[src/rtl/ll_pkg.sv]
`default_nettype none
// ============================================================================
// Module   : ll_pkg
// Purpose  : Shared constants and walker state encoding for the linked-list
//            pointer walker.
// Revision : 1.0 - initial release
// ============================================================================
package ll_pkg;

    // Node id 0 terminates every chain
    localparam int NULL_PTR = 0;

    // Default sizing
    localparam int DEF_N   = 16;
    localparam int DEF_LAT = 2;

    // Walker states, explicitly 2 bits wide
    typedef enum logic [1:0] {
        S_IDLE  = 2'd0,
        S_FETCH = 2'd1,
        S_EMIT  = 2'd2
    } walk_state_t;

endpackage : ll_pkg
`default_nettype wire

[src/rtl/ll_lat_mem.sv]
`default_nettype none
// ============================================================================
// Module   : ll_lat_mem
// Purpose  : 1W/1R next-pointer table. Writes land in one cycle; a read
//            issued in cycle c returns data with rd_vld in cycle c+LAT.
// Revision : 1.0 - initial release
// ============================================================================
module ll_lat_mem #(
    parameter int DEPTH = 16,
    parameter int W     = 4,
    parameter int LAT   = 2
) (
    input  logic         clk,
    input  logic         rst,
    input  logic         wr_en,
    input  logic [W-1:0] wr_addr,
    input  logic [W-1:0] wr_data,
    input  logic         rd_en,
    input  logic [W-1:0] rd_addr,
    output logic [W-1:0] rd_data,
    output logic         rd_vld
);

    logic [W-1:0]   r_mem  [DEPTH];
    logic [W-1:0]   r_pipe [LAT];
    logic [LAT-1:0] r_vld;

    // Table storage; contents are intentionally not reset
    always_ff @(posedge clk) begin
        if (wr_en) begin
            r_mem[wr_addr] <= wr_data;
        end
    end

    // Read data pipeline: first stage samples the array, later stages delay
    always_ff @(posedge clk) begin
        r_pipe[0] <= r_mem[rd_addr];
        for (int k = 1; k < LAT; k++) begin
            r_pipe[k] <= r_pipe[k-1];
        end
    end

    // Read-valid pipeline; cleared on reset so an aborted read never resurfaces
    always_ff @(posedge clk) begin
        if (!rst) begin
            r_vld <= '0;
        end else begin
            r_vld[0] <= rd_en;
            for (int k = 1; k < LAT; k++) begin
                r_vld[k] <= r_vld[k-1];
            end
        end
    end

    assign rd_data = r_pipe[LAT-1];
    assign rd_vld  = r_vld[LAT-1];

endmodule : ll_lat_mem
`default_nettype wire

[src/rtl/ll_walker.sv]
`default_nettype none
// ============================================================================
// Module   : ll_walker
// Purpose  : Walks a linked list held in a next-pointer table, emitting each
//            node over a back-pressured stream with a last flag. Includes a
//            runtime table write port and a hop-limit loop guard.
// Revision : 1.0 - initial release
// ============================================================================
module ll_walker
    import ll_pkg::*;
#(
    parameter int N        = DEF_N,
    parameter int PTR_W    = $clog2(N),
    parameter int LAT      = DEF_LAT,
    parameter int MAX_HOPS = N
) (
    input  logic             clk,
    input  logic             rst,
    input  logic             wr_en,
    input  logic [PTR_W-1:0] wr_addr,
    input  logic [PTR_W-1:0] wr_data,
    output logic             wr_rdy,
    input  logic             start_vld,
    input  logic [PTR_W-1:0] start_ptr,
    output logic             start_rdy,
    output logic             out_vld,
    output logic [PTR_W-1:0] out_ptr,
    output logic             out_last,
    input  logic             out_rdy,
    output logic             busy,
    output logic             err
);

    localparam int HOP_W = $clog2(MAX_HOPS + 1);

    typedef logic [PTR_W-1:0] ptr_t;

    localparam ptr_t             c_null    = ptr_t'(NULL_PTR);
    localparam logic [HOP_W-1:0] c_hop_max = HOP_W'(MAX_HOPS);

    walk_state_t      r_state;
    walk_state_t      w_state_nxt;
    ptr_t             r_cur;
    ptr_t             r_nxt;
    logic [HOP_W-1:0] r_hop;
    logic             r_err;
    logic             w_last;
    logic             w_hop_max;
    logic             w_rd_en;
    ptr_t             w_rd_addr;
    ptr_t             w_rd_data;
    logic             w_rd_vld;

    assign w_hop_max = (r_hop == c_hop_max);
    assign w_last    = (r_nxt == c_null) | w_hop_max;
    assign busy      = (r_state != S_IDLE);
    assign out_ptr   = r_cur;
    assign err       = r_err;

    ll_lat_mem #(
        .DEPTH (N),
        .W     (PTR_W),
        .LAT   (LAT)
    ) u_mem (
        .clk     (clk),
        .rst     (rst),
        .wr_en   (wr_en & wr_rdy),
        .wr_addr (wr_addr),
        .wr_data (wr_data),
        .rd_en   (w_rd_en),
        .rd_addr (w_rd_addr),
        .rd_data (w_rd_data),
        .rd_vld  (w_rd_vld)
    );

    // Next-state, handshake readies, stream outputs and table read issue
    always_comb begin
        w_state_nxt = r_state;
        wr_rdy      = 1'b0;
        start_rdy   = 1'b0;
        out_vld     = 1'b0;
        out_last    = 1'b0;
        w_rd_en     = 1'b0;
        w_rd_addr   = start_ptr;
        case (r_state)
            S_IDLE: begin
                wr_rdy    = 1'b1;
                start_rdy = ~wr_en;               // a same-cycle write wins
                if (start_vld && !wr_en && (start_ptr != c_null)) begin
                    w_rd_en     = 1'b1;
                    w_state_nxt = S_FETCH;
                end
            end
            S_FETCH: begin
                if (w_rd_vld) begin
                    w_state_nxt = S_EMIT;
                end
            end
            S_EMIT: begin
                out_vld  = 1'b1;
                out_last = w_last;
                if (out_rdy) begin
                    if (w_last) begin
                        w_state_nxt = S_IDLE;
                    end else begin
                        w_rd_en     = 1'b1;
                        w_rd_addr   = r_nxt;
                        w_state_nxt = S_FETCH;
                    end
                end
            end
            default: w_state_nxt = S_IDLE;
        endcase
    end

    // State, current/next node, hop count and loop-guard error pulse
    always_ff @(posedge clk) begin
        if (!rst) begin
            r_state <= S_IDLE;
            r_cur   <= c_null;
            r_nxt   <= c_null;
            r_hop   <= '0;
            r_err   <= 1'b0;
        end else begin
            r_state <= w_state_nxt;
            r_err   <= 1'b0;
            case (r_state)
                S_IDLE: begin
                    if (start_vld && !wr_en && (start_ptr != c_null)) begin
                        r_cur <= start_ptr;
                        r_hop <= HOP_W'(1);
                    end
                end
                S_FETCH: begin
                    if (w_rd_vld) begin
                        r_nxt <= w_rd_data;
                    end
                end
                S_EMIT: begin
                    if (out_rdy) begin
                        // Hop limit reached with more list left: cyclic or too long
                        r_err <= w_hop_max & (r_nxt != c_null);
                        if (!w_last) begin
                            r_cur <= r_nxt;
                            r_hop <= r_hop + HOP_W'(1);
                        end
                    end
                end
                default: ;
            endcase
        end
    end

endmodule : ll_walker
`default_nettype wire
[config.mk]
export PLATFORM = sky130hd
export DESIGN_NAME = ll_walker
export DESIGN_NICKNAME = d
export VERILOG_FILES = /design/src/rtl/ll_pkg.sv /design/src/rtl/ll_lat_mem.sv /design/src/rtl/ll_walker.sv
export SDC_FILE = /design/constraint.sdc
export NUM_CORES = 1
export LEC_CHECK = 0
export ABC_AREA = 1
export CAP_MARGIN = 20
export CORE_ASPECT_RATIO = 0.75
export CORE_MARGIN = 5
export CORE_UTILIZATION = 58
export CTS_CLUSTER_DIAMETER = 40
export DETAILED_ROUTE_END_ITERATION = 8
export HOLD_SLACK_MARGIN = 0.1
export PLACE_DENSITY = 0.8
export SLEW_MARGIN = 20
export SYNTH_ARGS = -nofsm -noshare
export SYNTH_HDL_FRONTEND = slang
export SYNTH_SLANG_ARGS = --single-unit
export TNS_END_PERCENT = 100
[constraint.sdc]
create_clock -name clk -period 2 [get_ports clk]
set_input_delay 0.3 -clock clk [delete_from_list [all_inputs] [get_ports clk]]
set_output_delay 0.3 -clock clk [all_outputs]
set_load 0.1 [all_outputs]
==> impl_results.md <==
* Crit. End Element: primary output
* Peak VDD IR at 0.4872 mV
* Count of cell types in the netlist at 27
* Vias in the first global route at 2827
* Mapped Avg Cell Area at 9.600 um2
* DRC violations left at 0
* Max Fclk at 0.5234 GHz
* Vias per cell at 5.351
* Finished Layout Cells at 553
* #FFs+latches synth at 90
* Slew @ Worst Pin at 729.6 ps
* Wirelength, routed at 8839 um
* YS warnings at 0
* TritonCTS clock tree: built
* Routability cong. at 0.9357
* DRT antenna net count at 0
* Max-Cap Viols at 0
* Placed cell count at 534
* Commonest register cell after synthesis: edfxtp_1
* Routed wire length per instance at 15.98 um
* Slew margin rel. at 51.21%
* Data arrival time of the critical path at 1610 ps
* Post-Synthesis Cells at 418
* 1st-iter DRT viols at 349
* CTS Sinks at 90
* I/O pins at 27
* R2R Setup Slk at 210 ps
* Leakage at 2.032 nW
* RSZ-0062 raised after global routing: false
* Fillers at 491
* Setup Skew at 8.156 ps
* Inserted Diodes at 0
* Core Area at 0.006766 mm2
* Slowest cell on crit path: dfxtp_2
* Largest net degree at the start of global routing at 25
* Die X at 106.0 um
* Number of port buffers at 26
* Die height at 82.03 um
* CP Launch Type: register
* Reg clk slew, reported paths at 90 ps
* Setup TNS at 0 ps
* Detailed-router iteration count before antenna repair at 5
* Final Net Count at 483
* Worst hold path type: reg2reg
* HPWL after DPL at 6296 um
* GRT Residual Overflow at 0
* Critical path cell sequence: inv_2 > ha_2 > nand2_1 > inv_2 > nand2_4 > buf_4 > a21oi_4 > buf_12
* Row count at 26
* Mapped Nets at 437
* H-tree Lvls at 3
* Worst endpoint required time at 1700 ps
* Status: complete, no violations
* # setup viols final at 0
* DR vias at 2959
* Initial antenna violation count at 0
* Worst-path fanout max at 4
* Layout cell share with drive strength beyond 1 at 19.19%
* Shortest period the worst path allows at 1911 ps
* Die area at 0.008699 mm2
* Pwr Density at 760.0 mW/mm2
* CP peak stage delay at 340 ps
* Commonest non-fill, non-tap cells in the layout: nand2_1 (87), inv_1 (75), edfxtp_1 (64)
* Critical Path Most Common Cell: inv_2
* Top delay family on crit path: buffers and inverters
* EDFF count, synth at 64
* Root Buffer: clkbuf_8
* First-pass GRT wire length at 14300 um
* Gr usage total at 21.96%
* Sequential fraction of the synthesis area at 60.87%
* Cell Area, Synth at 0.004013 mm2
* Fin crit share at 95.53%
* Worst-Skew Late Latency at 360 ps
* Final Slew Violations at 0
* Ys async rst share at 0%
* CP bufs+invs at 4
* Setup CP Type: reg2out
* CTS Buf Count at 9
* CTS Buffer Depth at 2
* Initial core utilization at 59.30%
* Hold Fails Final Rpt at 0
* Area growth from synthesis to layout at 19.11%
* Most common cell after layout, fill and taps aside: nand2_1
==> through the flow <==
stage,power [mW],worst slack [ps],instance area [um2],util [%],hold slack (ps)
global route,3.767,9.825,4780,70.64,350.1
floorplan,2.347,-444.9,4088,-,309.6
detailed placement,2.497,-72.51,4532,66.97,321.9
finish,3.632,89.37,4780,70.64,343.7
global placement,2.486,-34.24,4532,66.97,320.1
CTS,3.643,18.77,4717,69.71,344.6
==> cell families after synthesis <==
group / Yosys count / synth area share (%)
AOI/OAI and AO/OA: 28 / 4.272
xor gates and xnor gates: 1 / 0.2183
adders and majority gates: 2 / 0.6235
buffers and inverters: 92 / 9.978
DFF: 90 / 60.87
and+or+nand+nor: 205 / 24.04
==> final cells by class <==
cell class,instances,area (um2),area share [%]
Inverter,81,314.1,6.571
Clock inverter,7,58.81,1.230
Multi-Input combinational cell,236,1259,26.34
Clock buffer,9,123.9,2.592
Timing Repair Buffer,46,473.0,9.895
Tap cell,84,105.1,2.199
Sequential cell,90,2446,51.18
==> Yosys cell counts (2+ instances only) <==
cell / instances / share of area [%]
nand2_4: 3 / 0.84
buf_6: 6 / 1.7
nand2_2: 3 / 0.47
dfxtp_1: 26 / 13
o21ai_0: 11 / 1.4
nand2_1: 88 / 8.2
nor2_1: 29 / 2.7
nand3b_1: 8 / 1.5
edfxtp_1: 64 / 48
nor3_1: 5 / 0.62
ha_1: 2 / 0.62
buf_4: 2 / 0.37
a31oi_1: 4 / 0.62
inv_1: 78 / 7.3
inv_2: 3 / 0.28
nand3_1: 64 / 8.0
buf_2: 2 / 0.25
a21oi_1: 10 / 1.2
o21ai_4: 2 / 0.81
==> sequential cells by signal, indices dropped and copies added, names as in the netlist <==
name          flops
err               1
r_nxt             4
r_state           2
out_ptr           4
r_hop             5
u_mem.r_mem      64
u_mem.r_vld       2
u_mem.r_pipe      8
==> worst register-to-register path: stages (launching register included) <==
cell     delay, ps
dfxtp_2        370
nor2_4         220
inv_8           60
nor2_1         220
nand2_1        310
nor2_2         300
==> final timing paths <==
path	startpoint	end	cells past startpoint
worst min register to register	u_mem.r_pipe[0][0]$_DFF_P_	u_mem.r_pipe[1][0]$_DFF_P_	0
worst max register to register	r_state[1]$_SDFFE_PN0P_	u_mem.r_mem[2][2]$_DFFE_PP_	5
worst max-delay path	r_hop[0]$_SDFFE_PN0P_	out_last	8
worst min-delay path	u_mem.r_pipe[0][0]$_DFF_P_	u_mem.r_pipe[1][0]$_DFF_P_	0
==> metal layers <==
metal / wire length (um) / share of wire [%] / GRT usage [%]
met1: 4119 / 47 / 31.65
met2: 4045 / 46 / 33.02
met3: 632 / 7.2 / 6.284
met4: 42 / 0.48 / 5.563
met5: 0 / 0 / 0
==> power breakdown <==
part           total (mW)  switching (mW)  internal (mW)
clock                1.17           0.690          0.476
sequential           2.05          0.0154           2.04
combinational       0.413           0.276          0.138
==> timing repair <==
action / 4_1_cts / 5_1_grt
resized for setup: 1 / 11
setup buffers: 0 / 3
hold endpoints to repair: 0 / 0
setup endpoints to repair: 5 / 5
pin swaps: 0 / 2
hold buffers: 0 / 0
Power figures use the tool's default switching activity.
